### config.mk
export PLATFORM = sky130hd
export DESIGN_NAME = fetch_unit
export DESIGN_NICKNAME = d
export VERILOG_FILES = /design/src/rtl/fetch_unit.sv
export SDC_FILE = /design/constraint.sdc
export NUM_CORES = 1
export LEC_CHECK = 0
export BUFFER_PORTS_ARGS = -buffer_cell sky130_fd_sc_hd__buf_2
export CORE_ASPECT_RATIO = 0.5
export CORE_UTILIZATION = 35
export DETAILED_ROUTE_END_ITERATION = 8
export GPL_ROUTABILITY_DRIVEN = 0
export GPL_TIMING_DRIVEN = 0
export PLACE_DENSITY = 0.68
export SLEW_MARGIN = 20
export SYNTH_ARGS = -nofsm -noshare
export SYNTH_HDL_FRONTEND = slang
export SYNTH_SLANG_ARGS = --single-unit
### constraint.sdc
create_clock -name clk -period 4.2 [get_ports clk]
set_input_delay 0.42 -clock clk [delete_from_list [all_inputs] [get_ports clk]]
set_output_delay 0.42 -clock clk [all_outputs]
set_load 0.01 [all_outputs]
### src/rtl/fetch_unit.sv
// Instruction fetch unit: pc sequencer, fetched-word FIFO and RUN/HALT FSM.
// Optional FETCH_EBREAK_HALT_EN makes an enqueued EBREAK halt fetching.
module fetch_unit #(
  parameter logic [31:0] RESET_VECTOR = 32'h0000_0000,
  parameter int          FIFO_DEPTH   = 2
) (
  input  logic        clk,
  input  logic        reset,
  output logic [31:0] inst_address,
  output logic        inst_read_enable,
  input  logic [31:0] inst_read_data,
  output logic        out_valid,
  input  logic        out_ready,
  output logic [31:0] out_instr,
  output logic [31:0] out_pc,
  input  logic        redirect_valid,
  input  logic [31:0] redirect_pc,
  output logic        halted
);

  localparam int AW = $clog2(FIFO_DEPTH);
  localparam int CW = AW + 1;
  localparam logic [31:0] EBREAK = 32'h0010_0073;

  typedef enum logic {RUN, HALT} state_t;

  state_t          state;
  logic [31:0]     pc;
  logic [31:0]     pc_q    [FIFO_DEPTH];
  logic [31:0]     instr_q [FIFO_DEPTH];
  logic [AW-1:0]   rd_ptr;
  logic [AW-1:0]   wr_ptr;
  logic [CW-1:0]   count;
  logic            full;
  logic            empty;
  logic            deq;
  logic            fetch;
  logic            is_halt;

  assign full  = (count == CW'(FIFO_DEPTH));
  assign empty = (count == '0);
  assign deq   = !reset && !empty && out_ready && !redirect_valid;
  assign fetch = !reset && (state == RUN) && !redirect_valid
               && (!full || deq);

  assign inst_address     = {pc[31:2], 2'b00};
  assign inst_read_enable = fetch;

`ifdef FETCH_EBREAK_HALT_EN
  assign is_halt = fetch && (inst_read_data == EBREAK);
  assign halted  = !reset && (state == HALT);
`else
  assign is_halt = 1'b0;
  assign halted  = 1'b0;
`endif

  // Outputs are zeroed whenever nothing is presentable, including reset.
  assign out_valid = !reset && !empty;
  assign out_instr = out_valid ? instr_q[rd_ptr] : 32'h0;
  assign out_pc    = out_valid ? pc_q[rd_ptr]    : 32'h0;

  always_ff @(posedge clk) begin
    if (reset) begin
      pc     <= RESET_VECTOR;
      state  <= RUN;
      rd_ptr <= '0;
      wr_ptr <= '0;
      count  <= '0;
    end else if (redirect_valid) begin
      pc     <= {redirect_pc[31:2], 2'b00};
      state  <= RUN;
      rd_ptr <= '0;
      wr_ptr <= '0;
      count  <= '0;
    end else begin
      if (fetch) begin
        pc_q[wr_ptr]    <= inst_address;
        instr_q[wr_ptr] <= inst_read_data;
        wr_ptr          <= wr_ptr + 1'b1;
        pc              <= inst_address + 32'd4;
      end
      if (deq)
        rd_ptr <= rd_ptr + 1'b1;
      count <= count + CW'(fetch) - CW'(deq);
      if (is_halt)
        state <= HALT;
    end
  end

endmodule

==> results of run 1 <==
[metrics by stage]
step                std cells  total power [uW]
finish                    996              3640
global route              996              3760
CTS                       996              3670
detailed placement        965              2100
global placement          961              2080
floorplan                 544              1970
[flip-flops by register name, summed over array words and instances, names as in the netlist, named ones only]
| register | cells |
|---|---|
| count | 2 |
| instr_q | 64 |
| pc | 30 |
| wr_ptr | 1 |
| rd_ptr | 1 |
| pc_q | 60 |
[worst max path at each step]
stage                   start                       to  slack (ns)  cells after the start
4_1_cts                  flop             out_instr[9]        1.45                      5
3_3_place_gp        out_ready  instr_q[0][2]$_DFFE_PP_       -1.70                      5
2_1_floorplan           reset  instr_q[0][0]$_DFFE_PP_        0.17                      4
3_5_place_dp   redirect_valid      count[1]$_SDFF_PP0_        1.45                     11
5_1_grt                  flop               out_pc[10]        1.30                      5
6_report                 flop                out_pc[4]        1.51                      5
[kinds of logic after synthesis]
family / Yosys count
xor gates and xnor gates: 13
adders and majority gates: 3
muxes: 62
DFF: 159
other: 1
AOI/OAI and AO/OA: 51
buffers and inverters: 42
and+or+nand+nor: 209
[synthesized netlist by cell type, drive strengths merged, types with 5 or more instances]
library cell	instances	area [um2]
a211oi	10	75.1
a21oi	6	30.0
a311oi	10	87.6
and3	5	31.3
and4	7	61.3
buf	8	50.1
clkbuf	26	97.6
dfxtp	35	701
edfxtp	124	3720
inv	8	30.0
mux2i	62	621
nand2	21	78.8
nand3	12	60.1
nand4	13	87.6
nor2	99	372
nor3	8	40.0
nor4	12	87.6
o21ai	6	30.0
or3	10	62.6
xnor2	8	70.1
xor2	5	43.8
[metal layers]
metal | wire length [um] | global-route usage [%] | vias up | share of wire (%)
li1 | - | - | 2391 | -
met1 | 7350 | 21.9 | 2360 | 44
met2 | 8160 | 28.2 | 155 | 49
met3 | 840 | 3.35 | 20 | 5.1
met4 | 236 | 5.15 | 0 | 1.4
met5 | 0 | 0 | - | 0
[final cells by class]
cell class | instances | area share [%]
buffer | 34 | 1.71
tap | 259 | 3.74
sequential | 159 | 51.1
clock buffer | 19 | 5.12
multi-input combinational | 343 | 25.8
timing repair buffer | 162 | 10.3
clock inverter | 12 | 1.82
inverter | 8 | 0.347
[power groups by stage]
stage | sequential [uW] | clock (uW) | combinational [uW]
finish | 1820 | 1570 | 241
global route | 1830 | 1660 | 267
CTS | 1820 | 1600 | 244
detailed placement | 1860 | 0 | 243
global placement | 1860 | 0 | 225
floorplan | 1850 | 0 | 117
[worst reg2reg max path, delay by kind of cell, from the launching register on]
kind / cells / cell delay (ns)
DFF: 1 / 0.52
adders and majority gates: 1 / 0.27
AOI/OAI and AO/OA: 1 / 0.26
and+or+nand+nor: 3 / 1.37
==> run_results.csv, run 1 <==
group,metric,value,unit
grt,grt_max_degree,36,
power_and_ir_drop,p_int,2820,uW
hold_path,min_to,"instr_q[1][12]$_DFFE_PP_",
detailed_routing,dr.pass1.iters,5,
power_and_ir_drop,leakage,0.00320,uW
flow_run,maxCapViolCount,0,
detailed_routing,drc,0,
final_layout,layout_common_cells,"buf_2, edfxtp_1, nor2_1, mux2i_1, dfxtp_1",
placement,dpl.hpwl,12.0,mm
cts,clock_sinks,159,
floorplan,row_count,35,
setup_path,rr_endpoint,"pc[20]$_SDFFE_PP0P_",
power_and_ir_drop,pwr-share-seq,50.2,%
setup_path,worstPathRequired,3.78,ns
sta,finalSetupViolations,0,
cts,ctsResizeCount,0,
final_layout,finalNetCount,796,
yosys,synth_edf_count,124,
hold_path,hp-class,"in2reg",
final_layout,stdcell_area,0.00865,mm2
final_layout,syn_to_final_growth,27.2,%
sta,worst_pin_slew,0.878,ns
yosys,synth_top_family_by_area,"simple AND/OR/NAND/NOR gates",
setup_path,slowest_delay,0.66,ns
cts,post_cts_buffers,0,
power_and_ir_drop,irDropWorstVdd,222,uV
power_and_ir_drop,p_comb_share,6.6,%
setup_path,crit_fanout,10,
power_and_ir_drop,power.net_switching,812,uW
yosys,synth_xor_area_share,1.67,%
setup_path,arrival,2.27,ns
grt,grtUsageTotal,16.8,%
yosys,synth_cell_types,50,
setup_path,r2r_setup_slack,1.67,ns
setup_path,cp_slowest_cell,"buf_1",
sta,hold_viol_final,0,
placement,io_buffer_count,158,
outcome,status,"complete, no violations",
cts,clk_latency,0.41,ns
sta,fin_crit_sh,64.1,%
detailed_routing,drt-initial-drc-count,293,
floorplan,die_x,199,um
yosys,synth_compound_area_share,5.55,%
sta,maxSlewHeadroom,41.0,%
yosys,synth.mux.area_fraction,9.12,%
final_layout,final_common_cell,"buf_2",
yosys,syn_avg_cell_area,12.6,um2
detailed_routing,wl,16.6,mm
hold_path,holdPathStages,1,
sta,post-route-min-period,2.69,ns
placement,dp_slack,1.45,ns
setup_path,crit_chain,"clkbuf_1, buf_1, mux2i_1, nor2_1, buf_2",
setup_path,start_kind,"flop",
yosys,synth-simple-area-share,15.4,%
yosys,synth_warnings,0,
yosys,yosys_most_used_dff,"edfxtp_1",
yosys,syn-cell-area,0.00680,mm2
final_layout,post-route-util,46.3,%
grt,grt_antenna_before_repair,0,
sta,rsz0062_at_grt,"false",
floorplan,coreArea,0.0187,mm2
detailed_routing,vias,4926,
sta,tns,0,ns
grt,grt_pass1_vias,4637,
cts,cts_hold_buf,0,
yosys,async_flop_share,0,%
power_and_ir_drop,cellPowerDensity,420,mW/mm2
setup_path,reg2regPathDepth,5,
sta,whs,0.197,ns
sta,finClkSkew,0.0135,ns
grt,grt_pass1_wl,25.6,mm
final_layout,drive_gt1_share,28.1,%
cts,clockRootBuffer,"clkbuf_16",
power_and_ir_drop,clockPowerShare,43.2,%
detailed_routing,ant_nets,0,
power_and_ir_drop,swShare,22.4,%
placement,dpl_cell_area,0.00805,mm2
yosys,synth-seq-cells,159,
setup_path,cp_top_family,"buffers and inverters",
hold_path,min_from,"inst_read_data[12]",
detailed_routing,post_drt_via_cell_ratio,4.95,
setup_path,critPathKind,"reg2out",
yosys,ys_seq_area_share,65.0,%
grt,grt_overflow,0,
floorplan,die_y,101,um
yosys,synthCells,540,
setup_path,path_buf_inv,3,
final_layout,fillers,1724,
setup_path,regToRegStartpoint,"pc[3]$_SDFFE_PP0P_",
yosys,synth-adder-area-share,0.552,%
setup_path,end_kind,"primary output",
sta,drv_slew,0,
final_layout,seqCellArea,0.00442,mm2
detailed_routing,wl_per_cell,16.7,um
floorplan,fp.dieArea,0.0200,mm2
floorplan,io_pins,167,
sta,fin_ws,1.51,ns
cts,clk_pin_slew,0.07,ns
cts,clockBufferDepth,2,
cts,htreeDepth,4,
cts,cts_tree,"built",
cts,cts_buffers,17,
floorplan,start_util,36.4,%
final_layout,multiInputGateArea,0.00223,mm2
sta,fmaxAchievable,371,MHz
final_layout,diodes,0,
Note: power is estimated with default switching activity, not from simulation.
==> inputs of run 2 (changes only) <==
--- a/config.mk
+++ b/config.mk
@@ -11,7 +11,7 @@
 export DETAILED_ROUTE_END_ITERATION = 8
 export GPL_ROUTABILITY_DRIVEN = 0
 export GPL_TIMING_DRIVEN = 0
-export PLACE_DENSITY = 0.68
+export PLACE_DENSITY = 0.66
 export SLEW_MARGIN = 20
 export SYNTH_ARGS = -nofsm -noshare
 export SYNTH_HDL_FRONTEND = slang
==> constraint.sdc (replaced) <==
create_clock -name clk -period 2.6 [get_ports clk]
set_input_delay 0.26 -clock clk [delete_from_list [all_inputs] [get_ports clk]]
set_output_delay 0.26 -clock clk [all_outputs]
set_load 0.01 [all_outputs]
==> run 2 against run 1 <==
Sequential share of layout area grew 0.21 points. Final area shrank 0.40%. Global-route usage grew 0.90 points. Sequential power grew 62%. Wire length grew 5.2%.
==> run_results.csv, run 2 (synthesis gave the netlist of run 1 again) <==
group,metric,value,unit
outcome,status,"complete, no violations",
final_layout,largest_reg_flops,64,
detailed_routing,dr.pass1.iters,4,
floorplan,coreArea,0.0187,mm2
setup_path,arrival,2.17,ns
detailed_routing,post_drt_via_cell_ratio,5.04,
grt,grt_pass1_vias,4853,
placement,placed_cells,964,
sta,fmaxAchievable,412,MHz
final_layout,diodes,0,
cts,clock_sinks,159,
final_layout,largest_register,"instr_q",
setup_path,r2r_setup_slack,0.25,ns
detailed_routing,drt-initial-drc-count,382,
grt,grt_max_degree,34,
sta,post-route-min-period,2.43,ns
sta,hold_viol_final,0,
sta,worst_pin_slew,0.954,ns
floorplan,die_y,101,um
detailed_routing,wl_per_cell,17.5,um
hold_path,min_to,"instr_q[1][21]$_DFFE_PP_",
floorplan,die_x,199,um
placement,dpl.hpwl,12.1,mm
sta,finClkSkew,0.0114,ns
sta,rsz0062_at_grt,"false",
final_layout,top_regs,"instr_q (64), pc_q (60), pc (30)",
hold_path,min_from,"inst_read_data[21]",
final_layout,layout_common_cells,"buf_2, edfxtp_1, nor2_1, mux2i_1, dfxtp_1",
hold_path,holdPathStages,1,
cts,clk_latency,0.42,ns
placement,dp_slack,-0.196,ns
final_layout,seqCellArea,0.00442,mm2
sta,fin_ws,0.170,ns
grt,grt_antenna_before_repair,0,
cts,cts_tree,"built",
hold_path,hp-class,"in2reg",
cts,cts_buffers,17,
setup_path,rr_endpoint,"pc[20]$_SDFFE_PP0P_",
detailed_routing,vias,5026,
cts,clockRootBuffer,"clkbuf_16",
setup_path,critPathKind,"reg2out",
sta,finalSetupViolations,0,
floorplan,row_count,35,
sta,maxSlewHeadroom,35.9,%
cts,htreeDepth,4,
final_layout,fillers,1722,
placement,io_buffer_count,158,
floorplan,io_pins,167,
final_layout,drive_gt1_share,29.3,%
cts,cts_hold_buf,0,
cts,clk_pin_slew,0.07,ns
setup_path,regToRegStartpoint,"pc[2]$_SDFFE_PP0P_",
grt,grtUsageTotal,17.7,%
final_layout,stdcell_area,0.00862,mm2
flow_run,maxCapViolCount,0,
detailed_routing,drc,0,
grt,grt_pass1_wl,26.6,mm
floorplan,fp.dieArea,0.0200,mm2
setup_path,reg2regPathDepth,6,
power_and_ir_drop,leakage,0.00322,uW
final_layout,finalNetCount,796,
power_and_ir_drop,irDropWorstVdd,426,uV
power_and_ir_drop,cellPowerDensity,675,mW/mm2
sta,drv_slew,0,
final_layout,syn_to_final_growth,26.7,%
final_layout,final_common_cell,"buf_2",
sta,fin_crit_sh,93.5,%
final_layout,multiInputGateArea,0.00224,mm2
setup_path,end_kind,"primary output",
grt,grt_overflow,0,
placement,dpl_cell_area,0.00801,mm2
setup_path,start_kind,"flop",
cts,clockBufferDepth,2,
setup_path,crit_fanout,8,
setup_path,worstPathRequired,2.34,ns
final_layout,fin_cells,997,
detailed_routing,wl,17.5,mm
detailed_routing,ant_nets,0,
floorplan,start_util,36.4,%
## run 2: how the worst max path moves through the flow
stage / start / to / cells past startpoint
final: count[1]$_SDFF_PP0_ / inst_read_enable / 5
after global routing: flop / out_instr[5] / 5
after CTS: pc[3]$_SDFFE_PP0P_ / pc[26]$_SDFFE_PP0P_ / 5
after detailed placement: reset / count[1]$_SDFF_PP0_ / 11
after global placement: count[1]$_SDFF_PP0_ / instr_q[0][14]$_DFFE_PP_ / 4
after floorplan: count[1]$_SDFF_PP0_ / instr_q[0][0]$_DFFE_PP_ / 4
## run 2: layout make-up
| class | count | area share (%) |
|---|---|---|
| inverter | 8 | 0.348 |
| tap | 259 | 3.76 |
| multi-input combinational | 343 | 26.0 |
| sequential | 159 | 51.3 |
| clock inverter | 15 | 1.83 |
| clock buffer | 17 | 4.94 |
| buffer | 34 | 1.81 |
| timing repair buffer | 162 | 9.96 |
## run 2: critical path: stages, from the launching register on
cell	delay (ns)
dfxtp_1	0.39
or3b_2	0.46
clkbuf_1	0.23
nand2_1	0.32
inv_1	0.17
buf_2	0.17
## run 2: per-layer routing
layer | part of all wire (%) | GRT usage (%) | vias to the layer above | wire [um]
met5 | 0 | 0 | - | 0
met4 | 1.2 | 5.74 | 0 | 207
met1 | 44 | 22.7 | 2453 | 7730
li1 | - | - | 2395 | -
met3 | 5.4 | 4.12 | 18 | 944
met2 | 49 | 29.5 | 160 | 8570
## run 2: power by group
| part | switching (uW) | internal, uW |
|---|---|---|
| Combinational | 225 | 159 |
| Clock | 1060 | 1430 |
| Sequential | 90.2 | 2850 |
| Total | 1380 | 4440 |
## run 2: metrics by stage
stage / utilization [%] / setup TNS, ns / hold slack [ns] / power, uW
floorplan: - / 0 / 0.359 / 3180
global placement: 42.5 / -37.03 / 0.447 / 3360
detailed placement: 42.8 / -0.237 / 0.452 / 3380
finish: 46.1 / 0 / 0.0276 / 5820
CTS: 46.0 / 0 / 0.00740 / 5870
global route: 46.1 / 0 / 0.00545 / 6020
## run 2: what timing repair did
action                                  4_1_cts  5_1_grt
endpoints found under the setup margin       60        2
setup buffers                                 0        1
gates resized for setup                       7        1
